$ cat src/rtl/dram_port_arbiter_pkg.sv
// Shared state encoding and default bus widths for the DRAM port arbiter
// and the blocks that sit on either side of it.
package dram_port_arbiter_pkg;

    localparam int DEF_ADDR_W = 10;
    localparam int DEF_DATA_W = 64;

    typedef enum logic [1:0] {
        IDLE = 2'd0,
        RD   = 2'd1,
        WR   = 2'd2,
        TURN = 2'd3
    } arb_state_t;

endpackage

$ cat src/rtl/arb_write_queue.sv
// Small synchronous FIFO of {addr, data} write beats with occupancy count.
// DEPTH must be a power of two so the pointers wrap on their own.
module arb_write_queue
    import dram_port_arbiter_pkg::*;
#(
    parameter int ADDR_W = DEF_ADDR_W,
    parameter int DATA_W = DEF_DATA_W,
    parameter int DEPTH  = 4
) (
    input  logic                     clk,
    input  logic                     rst,
    input  logic                     push,
    input  logic [ADDR_W-1:0]        push_addr,
    input  logic [DATA_W-1:0]        push_data,
    input  logic                     pop,
    output logic [ADDR_W-1:0]        head_addr,
    output logic [DATA_W-1:0]        head_data,
    output logic [$clog2(DEPTH):0]   count,
    output logic                     full,
    output logic                     empty
);

    localparam int PW = $clog2(DEPTH);
    localparam int CW = PW + 1;
    localparam int EW = ADDR_W + DATA_W;

    logic [EW-1:0] mem [DEPTH];
    logic [PW-1:0] wr_ptr;
    logic [PW-1:0] rd_ptr;
    logic          do_push;
    logic          do_pop;

    assign full      = (count == CW'(DEPTH));
    assign empty     = (count == '0);
    assign do_push   = push && !full;
    assign do_pop    = pop && !empty;
    assign head_addr = mem[rd_ptr][EW-1:DATA_W];
    assign head_data = mem[rd_ptr][DATA_W-1:0];

    // Contents are cleared with the pointers so a reset mid-burst leaves nothing stale.
    always_ff @(posedge clk or posedge rst) begin
        if (rst) begin
            wr_ptr <= '0;
            rd_ptr <= '0;
            count  <= '0;
            for (int i = 0; i < DEPTH; i++) begin
                mem[i] <= '0;
            end
        end else begin
            if (do_push) begin
                mem[wr_ptr] <= {push_addr, push_data};
                wr_ptr      <= wr_ptr + PW'(1);
            end
            if (do_pop) begin
                rd_ptr <= rd_ptr + PW'(1);
            end
            case ({do_push, do_pop})
                2'b10:   count <= count + CW'(1);
                2'b01:   count <= count - CW'(1);
                default: count <= count;
            endcase
        end
    end

endmodule

$ cat src/rtl/dram_port_arbiter.sv
// Shares one registered DRAM command port between a read stream and a queued
// write stream with bursting and turnaround. ARB_STATS_EN adds stall counters.
module dram_port_arbiter
    import dram_port_arbiter_pkg::*;
#(
    parameter int ADDR_W    = DEF_ADDR_W,
    parameter int DATA_W    = DEF_DATA_W,
    parameter int WQ_DEPTH  = 4,
    parameter int MAX_BURST = 8,
    parameter int TURN_CYC  = 1
) (
    input  logic              clk,
    input  logic              rst,
`ifdef ARB_STATS_EN
    input  logic              stats_clr,
    output logic [15:0]       rd_stall_cnt,
    output logic [15:0]       wr_stall_cnt,
`endif
    input  logic              rd_req,
    input  logic [ADDR_W-1:0] rd_addr,
    output logic              rd_gnt,
    output logic              rd_valid,
    input  logic              wr_req,
    input  logic [ADDR_W-1:0] wr_addr,
    input  logic [DATA_W-1:0] wr_data,
    output logic              wr_ready,
    output logic              dram_en,
    output logic              dram_we,
    output logic [ADDR_W-1:0] dram_addr,
    output logic [DATA_W-1:0] dram_wdata,
    output logic              busy
);

    localparam int CW = $clog2(WQ_DEPTH) + 1;
    localparam int BW = $clog2(MAX_BURST + 1);
    localparam int TW = $clog2(TURN_CYC + 1);
    localparam logic [CW-1:0] HW_LEVEL  = CW'(WQ_DEPTH - 1);
    localparam logic [BW-1:0] BURST_MAX = BW'(MAX_BURST);
    localparam logic [TW-1:0] TURN_LAST = TW'(TURN_CYC - 1);

    arb_state_t        state;
    arb_state_t        state_next;
    logic [CW-1:0]     count;
    logic [CW-1:0]     count_next;
    logic [BW-1:0]     burst_cnt;
    logic [TW-1:0]     turn_cnt;
    logic              push;
    logic              pop;
    logic              issue_rd;
    logic              issue_wr;
    logic              hw;
    logic              burst_full;
    logic              full;
    logic              empty;
    logic [ADDR_W-1:0] head_addr;
    logic [DATA_W-1:0] head_data;

    arb_write_queue #(
        .ADDR_W (ADDR_W),
        .DATA_W (DATA_W),
        .DEPTH  (WQ_DEPTH)
    ) u_wq (
        .clk       (clk),
        .rst       (rst),
        .push      (push),
        .push_addr (wr_addr),
        .push_data (wr_data),
        .pop       (pop),
        .head_addr (head_addr),
        .head_data (head_data),
        .count     (count),
        .full      (full),
        .empty     (empty)
    );

    assign wr_ready   = !full;
    assign push       = wr_req && !full;
    assign pop        = issue_wr;
    assign rd_gnt     = issue_rd;
    assign hw         = (count >= HW_LEVEL);
    assign burst_full = (burst_cnt == BURST_MAX);
    assign count_next = count + CW'(push) - CW'(pop);

    // Exit cycles from RD and WR issue nothing, so every direction change
    // always leaves at least one dead cycle before TURN starts counting.
    always_comb begin
        state_next = state;
        issue_rd   = 1'b0;
        issue_wr   = 1'b0;
        case (state)
            IDLE: begin
                if (hw)              state_next = WR;
                else if (rd_req)     state_next = RD;
                else if (!empty)     state_next = WR;
            end
            RD: begin
                if (!rd_req || hw || (burst_full && !empty)) state_next = TURN;
                else                                         issue_rd   = 1'b1;
            end
            WR: begin
                if (empty || (burst_full && rd_req)) state_next = TURN;
                else                                 issue_wr   = 1'b1;
            end
            TURN: begin
                if (turn_cnt == TURN_LAST) state_next = IDLE;
            end
            default: state_next = IDLE;
        endcase
    end

    // Bursts always start from IDLE, so holding the counter clear there covers every entry.
    always_ff @(posedge clk or posedge rst) begin
        if (rst) begin
            state     <= IDLE;
            burst_cnt <= '0;
            turn_cnt  <= '0;
        end else begin
            state <= state_next;
            if (state == IDLE)
                burst_cnt <= '0;
            else if ((issue_rd || issue_wr) && !burst_full)
                burst_cnt <= burst_cnt + BW'(1);
            turn_cnt <= (state == TURN && turn_cnt != TURN_LAST) ? turn_cnt + TW'(1) : '0;
        end
    end

    always_ff @(posedge clk or posedge rst) begin
        if (rst) begin
            dram_en    <= 1'b0;
            dram_we    <= 1'b0;
            dram_addr  <= '0;
            dram_wdata <= '0;
            rd_valid   <= 1'b0;
            busy       <= 1'b0;
        end else begin
            dram_en  <= issue_rd || issue_wr;
            dram_we  <= issue_wr;
            rd_valid <= dram_en && !dram_we;
            busy     <= (state_next != IDLE) || (count_next != '0);
            if (issue_rd) begin
                dram_addr <= rd_addr;
            end else if (issue_wr) begin
                dram_addr  <= head_addr;
                dram_wdata <= head_data;
            end
        end
    end

`ifdef ARB_STATS_EN
    always_ff @(posedge clk or posedge rst) begin
        if (rst) begin
            rd_stall_cnt <= '0;
            wr_stall_cnt <= '0;
        end else if (stats_clr) begin
            rd_stall_cnt <= '0;
            wr_stall_cnt <= '0;
        end else begin
            if (rd_req && !rd_gnt && rd_stall_cnt != 16'hFFFF)
                rd_stall_cnt <= rd_stall_cnt + 16'd1;
            if (wr_req && !wr_ready && wr_stall_cnt != 16'hFFFF)
                wr_stall_cnt <= wr_stall_cnt + 16'd1;
        end
    end
`endif

endmodule

$ cat config.mk
export PLATFORM = sky130hd
export DESIGN_NAME = dram_port_arbiter
export DESIGN_NICKNAME = d
export VERILOG_FILES = /design/src/rtl/dram_port_arbiter_pkg.sv /design/src/rtl/arb_write_queue.sv /design/src/rtl/dram_port_arbiter.sv
export SDC_FILE = /design/constraint.sdc
export NUM_CORES = 1
export LEC_CHECK = 0
export CAP_MARGIN = 20
export CORE_MARGIN = 8
export CORE_UTILIZATION = 55
export CTS_CLUSTER_DIAMETER = 80
export DETAILED_ROUTE_END_ITERATION = 6
export GPL_TIMING_DRIVEN = 1
export PLACE_DENSITY = 0.83
export REMOVE_ABC_BUFFERS = 1
export SYNTH_ARGS = -nofsm -noshare
export SYNTH_HDL_FRONTEND = slang
export SYNTH_SLANG_ARGS = --single-unit
$ cat constraint.sdc
create_clock -name clk -period 35.1 [get_ports clk]
set_input_delay 5.265 -clock clk [delete_from_list [all_inputs] [get_ports clk]]
set_output_delay 5.265 -clock clk [all_outputs]
set_load 0.05 [all_outputs]
==> out/qor.log <==
qor: synth.synth.ff_latch_count 388
qor: floorplanning.die_area 36100 um2
qor: global_route.combined_global_route_utilization_of_all_metal_layers 19.7%
qor: synth.synth_area 16700 um2
qor: global_route.grt_pass1_wl 57.5 mm
qor: pwr.power.density_cell_area 106 nW/um2
qor: setup_path.cp_slowest_cell sky130_fd_sc_hd__clkdlybuf4s50_1
qor: detailed_routing.drc_errors 0
qor: floorplanning.placeableCoreArea 29700 um2
qor: timing.timing_worst_slew_pin_value 1010 ps
qor: timing.timing.max_slew.rel_slack 33.0%
qor: placement.place.gp.congestion 0.775
qor: timing.layout_worst_path_cycle_share 36.6%
qor: setup_path.critical_path_arrival 7580 ps
qor: placement.detailedPlacementHpwl 20.9 mm
qor: job.max_cap_viol_count 0
qor: clock_tree.post-cts-setup-buffer-count 0
qor: synth.fraction_of_post_synthesis_cell_area_in_the_top_cell_type_by_area 58.2%
qor: clock_tree.cts_resized 0
qor: setup_path.required 29830 ps
qor: finish.insertedDiodeCount 0
qor: synth.yosys.cell_types.count 37
qor: pwr.total_leakage_power 8.76 nW
qor: floorplanning.initial_utilization 56.1%
qor: synth.post_synth.cell_area_avg 14.8 um2
qor: floorplanning.std_cell_rows 63
qor: setup_path.worstSetupEndpointType output port
qor: synth.post_synth_top_area_cell sky130_fd_sc_hd__dfrtp_1
qor: timing.final-setup-viol-count 0
qor: timing.final.hold.worst_slack 439 ps
qor: floorplanning.dieWidth 190 um
qor: clock_tree.max-clock-path-buffers 3
qor: setup_path.startpoint_type input pin
qor: status.status complete, no violations
qor: finish.layoutNonFillerInstCount 1706
qor: finish.layout_common_cells sky130_fd_sc_hd__dfrtp_1 (386), sky130_fd_sc_hd__mux2_2 (296), sky130_fd_sc_hd__nand2_1 (199)
qor: global_route.maximum_number_of_pins_on_one_net_before_global_route_repair 89
qor: clock_tree.clkTransAtPathRegs 60 ps
qor: setup_path.timing.critical_path.slowest_cell_delay 890 ps
qor: timing.hold_viol 0
qor: pwr.design_power_total 2.12 mW
qor: clock_tree.insertion_delay 520 ps
qor: timing.layout_skew 14.7 ps
qor: floorplanning.die_height 190 um
qor: timing.rsz_0062_raised_after_global_routing no
qor: finish.design.final.nets 1384
qor: global_route.gr-total-overflow 0
qor: placement.port_buffers 167
qor: clock_tree.numClockSinks 388
qor: setup_path.crit_chain clkdlybuf4s50_1 > nand2b_1 > a311oi_2 > and3_1 > clkdlybuf4s50_1
qor: placement.post_dp_cell_area 18500 um2
qor: finish.layout_commonest_cell sky130_fd_sc_hd__dfrtp_1
qor: detailed_routing.first_iter_violations 510
qor: timing.finalMaxSlewViolations 0
qor: detailed_routing.drt_pass1_iterations 4
qor: timing.timing.fmax 77.8 MHz
qor: detailed_routing.detail_route.wl_per_cell 20.5 um
qor: pwr.irDropWorstVdd 0.0000600 V
qor: detailed_routing.route.antenna.remaining_nets 0
qor: synth.number_of_cells_produced_by_synthesis 1127
qor: setup_path.critical_path.top_delay_family buffers and inverters
qor: synth.yosys-top-cells-area sky130_fd_sc_hd__dfrtp_1 (58%), sky130_fd_sc_hd__mux2_2 (20%), sky130_fd_sc_hd__mux4_2 (10%), sky130_fd_sc_hd__nand2_1 (4.6%), sky130_fd_sc_hd__buf_6 (1.7%)
qor: floorplanning.ios 168
qor: detailed_routing.detail_route.vias_per_cell 5.66
qor: detailed_routing.drt_wl_total 35.0 mm
qor: timing.layout_min_cycle_time 12850 ps
qor: setup_path.start_to_end_type_of_the_worst_setup_path in -> out
qor: finish.flow.area_growth_from_synthesis 19.5%
qor: clock_tree.tritoncts.num_buffers 41
qor: clock_tree.tritoncts_clock_tree done
qor: synth.synth.yosys.warnings 0
qor: clock_tree.clockRootBuffer sky130_fd_sc_hd__clkbuf_16
qor: detailed_routing.dr_total_vias 9662
qor: setup_path.worstPathMaxFanout 11
qor: hold_path.min-delay-path-class reg -> reg
qor: synth.synth.yosys.seq_area_share 58.2%
qor: setup_path.critical_path.most_common_cell sky130_fd_sc_hd__clkdlybuf4s50_1
qor: finish.multiInputGateArea 6490 um2
qor: finish.seq_area 9720 um2
qor: placement.numPlacedInstances 1630
qor: finish.fillerInstances 2056
qor: global_route.number_of_antenna_violations_at_the_first_check_in_global_routing 1
qor: timing.setup-tns-final 0 ps
qor: clock_tree.cts_hold_buf 0
qor: clock_tree.clock_tree.htree_level_count 2
qor: finish.drive_gt1_share 34.7%
qor: global_route.number_of_global_route_vias_before_repair 10700
qor: setup_path.timing.critical_path.buf_inv 2
qor: finish.finish.instance_area 19900 um2
-- worst register-to-register path: stages, from the launching register on --
cell	delay, ps
sky130_fd_sc_hd__dfrtp_1	420
sky130_fd_sc_hd__inv_1	60
sky130_fd_sc_hd__ha_1	240
sky130_fd_sc_hd__nand4b_1	150
sky130_fd_sc_hd__nand3_4	340
sky130_fd_sc_hd__buf_16	340
sky130_fd_sc_hd__clkinv_2	110
sky130_fd_sc_hd__buf_4	750
sky130_fd_sc_hd__ha_1	320
sky130_fd_sc_hd__inv_1	60
sky130_fd_sc_hd__fa_1	370
sky130_fd_sc_hd__xor2_1	150
sky130_fd_sc_hd__nor2_1	110
sky130_fd_sc_hd__xnor2_1	130
-- cells in the mapped netlist --
library cell and count:
sky130_fd_sc_hd__dfrtp_1 388, sky130_fd_sc_hd__mux2_2 296, sky130_fd_sc_hd__nand2_1 203, sky130_fd_sc_hd__mux4_2 74, sky130_fd_sc_hd__buf_6 25, sky130_fd_sc_hd__clkbuf_1 18, sky130_fd_sc_hd__buf_2 16, sky130_fd_sc_hd__inv_1 15
sky130_fd_sc_hd__and2_1 11, sky130_fd_sc_hd__a221o_1 10, sky130_fd_sc_hd__ha_1 9, sky130_fd_sc_hd__o21ai_0 9, sky130_fd_sc_hd__buf_1 6, sky130_fd_sc_hd__nor2_1 5, sky130_fd_sc_hd__xnor2_1 5, sky130_fd_sc_hd__nand2b_1 3
sky130_fd_sc_hd__nor2b_1 3, sky130_fd_sc_hd__o211ai_1 3, sky130_fd_sc_hd__or3_1 3, sky130_fd_sc_hd__and3_1 2, sky130_fd_sc_hd__fa_1 2, sky130_fd_sc_hd__mux2i_1 2, sky130_fd_sc_hd__nand3_1 2, sky130_fd_sc_hd__nor3_1 2
sky130_fd_sc_hd__o21a_1 2, sky130_fd_sc_hd__xor2_1 2, sky130_fd_sc_hd__a21boi_2 1, sky130_fd_sc_hd__a311oi_2 1, sky130_fd_sc_hd__a31oi_1 1, sky130_fd_sc_hd__buf_4 1, sky130_fd_sc_hd__conb_1 1, sky130_fd_sc_hd__nand3b_1 1
sky130_fd_sc_hd__nand4b_1 1, sky130_fd_sc_hd__o22ai_1 1, sky130_fd_sc_hd__o311a_1 1, sky130_fd_sc_hd__or3_4 1, sky130_fd_sc_hd__or3b_1 1
-- power breakdown --
part           switching (mW)  internal [mW]  leakage (nW)
Clock                   0.170          0.257         0.655
Sequential              0.128          0.676          4.66
Combinational           0.444          0.447          3.44
-- final timing paths --
kind,endpoint,cells after the start,slack [ps],start
min in group asynchronous,u_wq.mem[202],2,5250,rst
worst min register to register,rd_valid,1,440,dram_we
worst max register to register,u_wq.count[2],13,31460,burst_cnt[0]
max in group asynchronous,u_wq.rd_ptr[1],4,27530,rst
worst min-delay path,rd_valid,1,440,dram_we
worst max-delay path,rd_gnt,5,22250,rd_req
-- registers in the layout, indices dropped and copies added (netlist names) --
name         count
u_wq.count       3
state            2
u_wq.rd_ptr      2
turn_cnt         1
u_wq.wr_ptr      2
dram_en          1
u_wq.mem       296
dram_wdata      64
rd_valid         1
burst_cnt        4
dram_addr       10
dram_we          1
busy             1
-- cells by family after synthesis --
group	after synthesis	synth area share, %
DFF	388	58.2
muxes	372	30.1
and+or+nand+nor	238	5.85
buffers and inverters	81	3.09
AOI/OAI and AO/OA	29	1.39
adders and majority gates	11	0.916
xor gates and xnor gates	7	0.368
other	1	0.0225
-- layer usage --
| layer | part of all wire (%) | global-route usage [%] | up-vias |
|---|---|---|---|
| li1 | - | - | 4301 |
| met5 | 0.037 | 0 | - |
| met4 | 1.4 | 3.67 | 2 |
| met3 | 4.9 | 4.08 | 48 |
| met2 | 51 | 34.2 | 196 |
| met1 | 43 | 25.5 | 5115 |
-- through the flow --
step / worst slack (ps) / util, %
after floorplan: 19050 / -
after global placement: 22350 / 62.3
after detailed placement: 22270 / 62.3
after CTS: 22260 / 66.8
final: 22250 / 67.0
after global routing: 22160 / 67.0
-- final cells by class --
cell class	count	share of cell area (%)
inverters	15	0.327
well taps	390	2.45
clock inverters	10	0.547
flip-flops and latches	388	48.8
repair buffers	181	9.12
clock buffers	64	6.20
multi-input cells	658	32.6
No activity file was read; power rests on OpenSTA's default activity.
